`src/rtl/cdb_arbiter.sv`:
```
// Common-data-bus arbiter: rotating round-robin selection of up to NUM_CDB
// non-empty result queues, with registered broadcast lanes.
package cdb_pkg;
  typedef struct packed {
    logic        valid;
    logic [5:0]  tag;
    logic [31:0] data;
  } cdb_t;
endpackage

module cdb_arbiter
  import cdb_pkg::*;
#(
  parameter int NUM_SRC = 4,
  parameter int NUM_CDB = 1
) (
  input  logic                 clk,
  input  logic                 rst,
  input  logic                 flush,
  input  logic [NUM_SRC-1:0]   q_empty,
  input  cdb_t [NUM_SRC-1:0]   q_dout,
  output logic [NUM_SRC-1:0]   q_deq,
  output cdb_t [NUM_CDB-1:0]   cdb_out,
  output logic                 grant_any
);

  localparam int PW = (NUM_SRC > 1) ? $clog2(NUM_SRC) : 1;

  logic [PW-1:0]        rr_ptr;
  logic [PW-1:0]        ptr_nxt;
  logic [NUM_SRC-1:0]   req;
  logic [2*NUM_SRC-1:0] req_dbl;
  logic [NUM_SRC-1:0]   req_rot;
  logic [NUM_SRC-1:0]   rem;
  logic [NUM_SRC-1:0]   granted;
  logic [NUM_CDB-1:0]   lane_gnt;
  logic [PW-1:0]        lane_src [NUM_CDB];
  cdb_t [NUM_CDB-1:0]   lane_data;
  logic                 found;
  logic                 go;

  // Modular add over the source index space (NUM_SRC need not be a power of two).
  function automatic logic [PW-1:0] wrap_add(input logic [PW-1:0] base, input logic [PW-1:0] off);
    logic [PW:0] sum;
    sum = {1'b0, base} + {1'b0, off};
    if (sum >= (PW+1)'(NUM_SRC)) begin
      sum = sum - (PW+1)'(NUM_SRC);
    end else begin
      sum = sum;
    end
    return sum[PW-1:0];
  endfunction

  assign req     = ~q_empty;
  // Rotate so bit 0 of req_rot is the source at rr_ptr; scan order becomes 0..N-1.
  assign req_dbl = {req, req} >> rr_ptr;
  assign req_rot = req_dbl[NUM_SRC-1:0];
  assign go      = ~rst & ~flush;
  assign q_deq   = granted & {NUM_SRC{go}};

  // Lane selection, lane payloads and the next priority pointer.
  always_comb begin
    rem       = req_rot;
    lane_gnt  = '0;
    granted   = '0;
    lane_data = '0;
    ptr_nxt   = rr_ptr;
    found     = 1'b0;
    for (int k = 0; k < NUM_CDB; k++) begin
      lane_src[k] = '0;
    end
    // Each lane claims the first remaining requester, so no source gets two lanes.
    for (int k = 0; k < NUM_CDB; k++) begin
      found = 1'b0;
      for (int j = 0; j < NUM_SRC; j++) begin
        if (!found && rem[j]) begin
          found       = 1'b1;
          rem[j]      = 1'b0;
          lane_src[k] = wrap_add(rr_ptr, PW'(j));
        end else begin
          found = found;
        end
      end
      lane_gnt[k] = found;
    end
    for (int k = 0; k < NUM_CDB; k++) begin
      if (lane_gnt[k]) begin
        granted[lane_src[k]]  = 1'b1;
        lane_data[k]          = q_dout[lane_src[k]];
        lane_data[k].valid    = 1'b1;
        ptr_nxt               = wrap_add(lane_src[k], PW'(1));
      end else begin
        lane_data[k] = '0;
      end
    end
  end

  // Broadcast registers and priority pointer; reset and flush both clear them.
  always_ff @(posedge clk) begin
    if (rst || flush) begin
      rr_ptr    <= '0;
      cdb_out   <= '0;
      grant_any <= 1'b0;
    end else begin
      rr_ptr    <= ptr_nxt;
      cdb_out   <= lane_data;
      grant_any <= |lane_gnt;
    end
  end

endmodule

```
`config.mk`:
```
export PLATFORM = sky130hd
export DESIGN_NAME = cdb_arbiter
export DESIGN_NICKNAME = d
export VERILOG_FILES = /design/src/rtl/cdb_arbiter.sv
export SDC_FILE = /design/constraint.sdc
export NUM_CORES = 1
export LEC_CHECK = 0
export CAP_MARGIN = 30
export CORE_MARGIN = 1.5
export CORE_UTILIZATION = 32
export DETAILED_ROUTE_END_ITERATION = 7
export PLACE_DENSITY_LB_ADDON = 0.15
export SYNTH_ARGS = -nofsm -noshare
export SYNTH_HDL_FRONTEND = slang
export SYNTH_SLANG_ARGS = --single-unit
```
`constraint.sdc`:
```
create_clock -name clk -period 7.5 [get_ports clk]
set_input_delay 2.25 -clock clk [delete_from_list [all_inputs] [get_ports clk]]
set_output_delay 2.25 -clock clk [all_outputs]
set_load 0.005 [all_outputs]
```
Word level (Yosys, flattened, before mapping):

Index checks and enable logic that the tools add are counted.

* $add $sub $neg: 9
* order comparisons: 7
* shifts and indexed selects: 1
* multiplexer cells: 19
* bitwise operators: 6
* reductions and logical operators: 9

Operator list (number)
* binary-select mux 39 bit (select 2 bit): 1
* two-way mux 39 bit: 1
* two-way mux 38 bit: 1
* two-way mux 2 bit: 9
* >= comparator 3 bit, second input constant: 4
* subtractor 2 x 1 -> 2 bit, second input constant: 5
* >> shifter 8 x 2 -> 4 bit: 1
* adder 2 x 1 -> 3 bit, second input constant: 2
* adder 2 x 2 -> 3 bit, second input constant: 2
* two-way mux 1 bit: 5
* bitwise AND 4 bit: 1
* logical AND 1 bit: 4
* two-way mux 4 bit: 1
* NOT 4 bit: 1
* >= comparator 2 x 3 -> 1 bit, second input constant: 1
* zero test 1 bit: 3
* < comparator 2 x 3 -> 1 bit, second input constant: 1
* NOT 1 bit: 3
* demux 1 bit (select 2 bit): 1
* >= comparator 2 x 1 -> 1 bit, second input constant: 1
* OR reduction 2 bit: 1
* bitwise AND 1 bit: 1
* logical OR 1 bit: 1

* register bits after elaboration: 42
* input port bits: 163
* output and inout bits: 44
* word-level logic and storage cells: 56

Logic depth before layout (Yosys ltp):

Gate-level depths: netlist (run 1).

* depth in word-level cells: 18
* mapped depth: 7
* depth with buffers taken out: 4

Least setup slack after synthesis (run 1):

No wires, ideal clock.

* kind: input port to output port
* from: input port q_empty[0]
* to: output port q_deq[2]
* arrival: 3228 ps
* required time: 5250 ps
* path slack: 2022 ps
* stages on the path: 5
* path buffers: 2
* cell sequence: buf_2 > nor2_1 > o211a_1 > a2111oi_4 > buf_2

* cells in the longest elaborated chain, start to end: 18
* elaborated cells on any way between the ends: 23
* those cells by class: 2 x order compare; 1 x shift; 11 x mux; 2 x bitwise; 7 x reduce/logical

Ends and longest elaborated chain
* start, declared: RTL line 20 `input logic [NUM_SRC-1:0] q_empty,`
* NOT 4 bit (*): RTL line 54 `assign req = ~q_empty;`
* >> shifter 8 x 2 -> 4 bit (*): RTL line 56 `assign req_dbl = {req, req} >> rr_ptr;`
* two-way mux 1 bit: RTL line 76 `if (!found && rem[j]) begin`
* zero test 1 bit: RTL line 76
* logical AND 1 bit: RTL line 76
* two-way mux 1 bit: RTL line 76
* zero test 1 bit: RTL line 76
* logical AND 1 bit: RTL line 76
* (+2 left out)
* logical AND 1 bit: RTL line 76
* two-way mux 2 bit: RTL line 76
* < comparator 2 x 3 -> 1 bit (not written as such) / >= comparator 2 x 1 -> 1 bit (equally long branches): RTL line 88 `granted[lane_src[k]] = 1'b1;`
* logical AND 1 bit (not written as such): RTL line 88
* two-way mux 1 bit (not written as such): RTL line 88
* demux 1 bit (select 2 bit): RTL line 88
* two-way mux 4 bit (*): RTL line 87 `if (lane_gnt[k]) begin`
* bitwise AND 4 bit (*): RTL line 59 `assign q_deq = granted & {NUM_SRC{go}};`
* end, declared: RTL line 22 `output logic [NUM_SRC-1:0] q_deq,`

Every way passes the cells marked *; elsewhere a longest branch is shown, timed or not.

Worst setup path after layout (run 1):

Same ends and word-level chain as after synthesis.

==> impl_metrics.toml, run 1 <==
[worst_hold_path]
min_path_type = "flop to flop"

[floorplanning]
core_mm2 = 0.00639
io_pins = 207
die_y_um = 84.7
start_util = 0.335
die_area_mm2 = 0.00718
die_x_um = 84.7
rows = 29

[finish]
seqCellArea_um2 = 821
syn_to_final_growth_pct = 99.4
fin_area_mm2 = 0.00426
final_nets = 605
n_fill_cell = 540
drive_gt1_frac = 0.0406
n_antenna_cell = 0
multi_input_area_mm2 = 0.00115

[setup_path]
worstPathArrival_ps = 4140
critical_path.cell_chain = "clkdlybuf4s50_1, nand2_1, o211a_1, a2111oi_4, clkdlybuf4s50_1"
rrSetupSlack_ps = 5520
path_class = "primary input to output port"
worst_setup_path_end_kind = "output port"
cpMostUsedCell = "clkdlybuf4s50_1"
startpoint_type = "primary input"
slowest_stage = "clkdlybuf4s50_1"
crit_required_ps = 5250
crit_path_max_incr_delay_ps = 610
crit_fanout = 8

[synthesis]
syn_inst = 257
ys_seq_elements = 41
yosysSeqAreaShare = 0.384
synth_area_per_cell_um2 = 8.32
ys_types = 30
yosysWarningCount = 0
syn_nets = 420
syn_area_mm2 = 0.00214

[cts]
root_buffer = "clkbuf_8"
cts_hold_buffers = 0
clock_latency_ps = 280
clkTransAtPathRegs_ps = 70
clock_sinks = 41
post-cts-setup-buffers = 0
cts_resized = 0
cts_made_buffers = 5
clock_path_buffers = 2
cts_tree = "built"
h-tree-depth = 2

[placed_design]
routabilityCongestion = 0.845
dpl_cell_area_mm2 = 0.00414
dp_hpwl_mm = 6.04
port_buffers = 202

[detailed_routing]
wl_per_cell_um = 16.1
finalWirelength_mm = 8.39
detail-route-antenna-nets = 0
drt_iter0_markers = 113
vias_per_cell = 5.33
first_pass_iters = 4
vias = 2772
drc_errors = 0

[power]
power_density_mw_per_mm2 = 139
leakagePower_uw = 0.00156
peakVddDrop_v = 0.0000725
total_power_uw = 593

[global_route]
antenna_found_initial = 0
grt_overflow = 0
grt_pass1_vias = 2741
grt_pass1_wl_mm = 13.3
grt_use_total = 0.232
grt_start_max_net_pins = 80

[sta]
hold_violations = 0
hold_slack_ps = 690
grt_setup_unrepaired = "no"
worstMarginPinSlew_ps = 773
fin_crit_sh = 0.852
maxSlewHeadroom = 0.485
fin_crit_ps = 6390
fin_skew_ps = 7.32
setup_viol = 0
slew_viol_final = 0
setup_tns_ps = 0
clock.fmax_mhz = 157

[job]
drv_cap = 0

[outcome]
outcome = "finished, final reports clean"
-- flip-flops by register name, indices dropped and copies added, names as in the netlist --
signal	count
cdb_out	39
rr_ptr	2
-- critical path: cells and delay by family --
kind,cells,cell delay [ps]
and+or+nand+nor,1,140
buffers and inverters,2,1200
AOI/OAI and AO/OA,2,540
-- cell usage after synthesis --
master | number | area share
o31ai_2 | 1 | 0.0059
o221ai_1 | 1 | 0.0041
nand4_1 | 1 | 0.0029
a221o_1 | 38 | 0.18
a211o_1 | 1 | 0.0041
clkbuf_1 | 10 | 0.018
nor3_1 | 1 | 0.0023
nand2b_1 | 1 | 0.0029
nand2b_4 | 1 | 0.0064
buf_2 | 10 | 0.023
nand3_1 | 2 | 0.0047
nor2_1 | 5 | 0.0088
o21ai_1 | 1 | 0.0023
and2_1 | 1 | 0.0029
a21o_1 | 1 | 0.0035
a21oi_1 | 3 | 0.0070
or2_2 | 1 | 0.0029
nand2_1 | 76 | 0.13
a22oi_1 | 1 | 0.0035
a2111oi_4 | 1 | 0.013
buf_4 | 5 | 0.018
o21ai_0 | 2 | 0.0047
buf_6 | 4 | 0.021
o211ai_1 | 1 | 0.0035
o211a_1 | 3 | 0.014
o22ai_1 | 38 | 0.11
o32ai_1 | 1 | 0.0041
and3_1 | 1 | 0.0029
dfxtp_1 | 41 | 0.38
inv_1 | 4 | 0.0070
-- metrics by stage --
stage,utilization,setup slack (ps),std cells
4_1_cts,0.667,1110,520
6_report,0.667,1110,520
3_3_place_gp,0.649,1120,512
2_1_floorplan,-,2020,257
5_1_grt,0.667,1020,520
3_5_place_dp,0.649,1130,512
-- routing by layer --
layer  routed length, µm  GRT usage  up-vias
li1                    -          -     1337
met1                3050      0.239     1281
met2                4520      0.452      139
met3                 657     0.0619       15
met4                 159     0.0674        0
met5                   0          0        -
-- placed cells by master (no fill, tap or decap), drive strengths merged --
cell type	Yosys	routed
and2	1	1
bufinv	0	1
o211ai	1	1
dfxtp	41	41
a22oi	1	1
nand2	76	76
a21o	1	1
o221ai	1	1
o22ai	38	38
nor3	1	1
and3	1	1
nor2	5	5
nand3	2	2
a211o	1	1
inv	4	4
o31ai	1	1
or2	1	1
clkbuf	10	7
o21ai	3	3
o211a	3	3
a2111oi	1	1
o32ai	1	1
clkdlybuf4s50	0	202
nand2b	2	2
a221o	38	38
nand4	1	1
a21oi	3	3
buf	19	5
-- logic make-up after synthesis --
family,Yosys count,synth area share
AO/OA/AOI/OAI,93,0.359
AND/OR/NAND/NOR,90,0.170
flip-flops,41,0.384
buffers and inverters,33,0.0867
-- worst paths after layout --
kind / from / to / cells past startpoint
worst max-delay path: q_empty[0] / q_deq[2] / 5
worst min-delay path: rr_ptr[0] / rr_ptr[0] / 2
worst max register to register: rr_ptr[1] / cdb_out[29] / 5
worst min register to register: rr_ptr[0] / rr_ptr[0] / 2
-- power breakdown --
| part | switching, µW | leakage, µW | internal [µW] |
|---|---|---|---|
| logic | 55.1 | 0.00117 | 119 |
| registers | 5.53 | 0.000336 | 232 |
| clock network | 72.7 | 0.0000585 | 109 |
-- cell type report --
type | instances | area share
repair buffers | 207 | 0.483
multi-input cells | 183 | 0.270
flip-flops and latches | 41 | 0.193
well taps | 77 | 0.0226
clock buffers | 7 | 0.0203
clock inverters | 1 | 0.00705
inverters | 4 | 0.00352
Note: power is estimated with default switching activity, not from simulation.
==> inputs of run 2 (changes only) <==
--- a/config.mk
+++ b/config.mk
@@ -8,8 +8,9 @@
 export CAP_MARGIN = 30
 export CORE_MARGIN = 1.5
 export CORE_UTILIZATION = 32
+export CTS_CLUSTER_DIAMETER = 30
 export DETAILED_ROUTE_END_ITERATION = 7
-export PLACE_DENSITY_LB_ADDON = 0.15
+export PLACE_DENSITY = 0.93
 export SYNTH_ARGS = -nofsm -noshare
 export SYNTH_HDL_FRONTEND = slang
 export SYNTH_SLANG_ARGS = --single-unit
==> impl_metrics.toml, run 2 (synthesized netlist as in run 1, its figures left out) <==
[outcome]
outcome = "finished, final reports clean"

[cts]
cts_made_buffers = 5
clock_sinks = 41
root_buffer = "clkbuf_8"
h-tree-depth = 2
clkTransAtPathRegs_ps = 80
clock_latency_ps = 290
cts_hold_buffers = 0
post-cts-setup-buffers = 0
clock_path_buffers = 2
cts_tree = "built"
cts_resized = 0

[sta]
clock.fmax_mhz = 156
fin_crit_sh = 0.854
fin_crit_ps = 6410
worstMarginPinSlew_ps = 758
grt_setup_unrepaired = "no"
setup_viol = 0
setup_tns_ps = 0
hold_violations = 0
maxSlewHeadroom = 0.495
fin_skew_ps = 4.51
slew_viol_final = 0

[placed_design]
routabilityCongestion = 0.812
dp_hpwl_mm = 6.32
port_buffers = 202

[setup_path]
cp.buffers_inverters = 2
slowest_stage = "clkdlybuf4s50_1"
worst_setup_path_end_kind = "output port"
rrSetupSlack_ps = 5480
worstPathArrival_ps = 4160
cpMostUsedCell = "clkdlybuf4s50_1"
crit_required_ps = 5250
critical_path.cell_chain = "clkdlybuf4s50_1, nand2_1, o211a_1, a2111oi_4, clkdlybuf4s50_1"
crit_fanout = 8
crit_path_max_incr_delay_ps = 620
path_class = "primary input to output port"
startpoint_type = "primary input"
crit_family = "buffers and inverters"

[floorplanning]
die_y_um = 84.7
start_util = 0.335
core_mm2 = 0.00639
io_pins = 207
die_area_mm2 = 0.00718
die_x_um = 84.7
rows = 29

[power]
leakagePower_uw = 0.00156
p_int_uw = 448
switching_power_uw = 139
clockPowerShare = 0.297
power_density_mw_per_mm2 = 138
peakVddDrop_v = 0.0000846
switching_share = 0.237
p_comb_frac = 0.298
seq_power_share = 0.405

[detailed_routing]
topRoutingLayerUsed = "met4"
vias_per_cell = 5.39
drt_iter0_markers = 97
drc_errors = 0
vias = 2800
wl_met3_um = 791
wl_met1_mm = 3.19
detail-route-antenna-nets = 0
route.met2.wl_mm = 4.46
first_pass_iters = 4
wl_per_cell_um = 16.5
finalWirelength_mm = 8.58

[finish]
drive_gt1_frac = 0.0407
top_regs = "cdb_out (39), rr_ptr (2)"
largest_reg_flops = 39
final_cell_mix = "clkdlybuf4s50_1, nand2_1, dfxtp_1"
final_nets = 605
final_common_cell = "clkdlybuf4s50_1"
syn_to_final_growth_pct = 98.8
fin_util = 0.665
n_antenna_cell = 0
largest-register = "cdb_out"

[global_route]
grt_use_total = 0.233
grt_pass1_wl_mm = 13.3
grt_start_max_net_pins = 80
grt_pass1_vias = 2767
antenna_found_initial = 0
grt_overflow = 0

[worst_hold_path]
min_path_type = "flop to flop"

[job]
drv_cap = 0
-- run 2: cell types whose count changed in the layout (fill, tap and decap cells not counted) --
cell	before	now
clkbuf_1	1	0
clkbuf_8	6	5
clkinv_2	0	1
-- run 2: worst min-delay path, stage by stage, from the launching register on --
cell and delay (ps):
dfxtp_1 400, o21ai_0 190, a21oi_1 50
-- run 2: worst paths after layout --
check | from | cells after the start | end
worst min register to register | rr_ptr[0] | 2 | rr_ptr[0]
worst min-delay path | rr_ptr[0] | 2 | rr_ptr[0]
worst max-delay path | q_empty[0] | 5 | q_deq[2]
worst max register to register | rr_ptr[1] | 5 | cdb_out[35]
-- run 2: area by class of cell --
class / count / area, µm²
fillers: 495 / 2140
repair buffers: 207 / 2060
multi-input cells: 183 / 1150
flip-flops and latches: 41 / 821
well taps: 77 / 96.3
clock buffers: 5 / 68.8
clock inverters: 2 / 35.0
inverters: 4 / 15.0
-- run 2: power by group through the flow --
stage               clock (µW)  combinational, µW  sequential (µW)
floorplan                    0               53.9              243
global placement             0                171              242
global route               189                187              239
detailed placement           0                175              243
CTS                        179                176              238
finish                     174                175              238
-- run 2: stage by stage --
| stage | power (µW) | instances | hold WS [ps] | area (µm²) | setup WS (ps) |
|---|---|---|---|---|---|
| final | 586 | 519 | 682 | 4250 | 1090 |
| after global routing | 615 | 519 | 765 | 4250 | 993 |
| after CTS | 592 | 519 | 681 | 4250 | 1090 |
| after floorplan | 297 | 257 | 632 | 2140 | 2020 |
| after detailed placement | 418 | 512 | 670 | 4140 | 1080 |
| after global placement | 413 | 512 | 662 | 4140 | 1150 |
-- run 2: metal layers --
metal	vias up	track usage
met1	1281	0.244
met4	0	0.0806
met3	16	0.0600
li1	1335	-
met5	-	0
met2	168	0.445
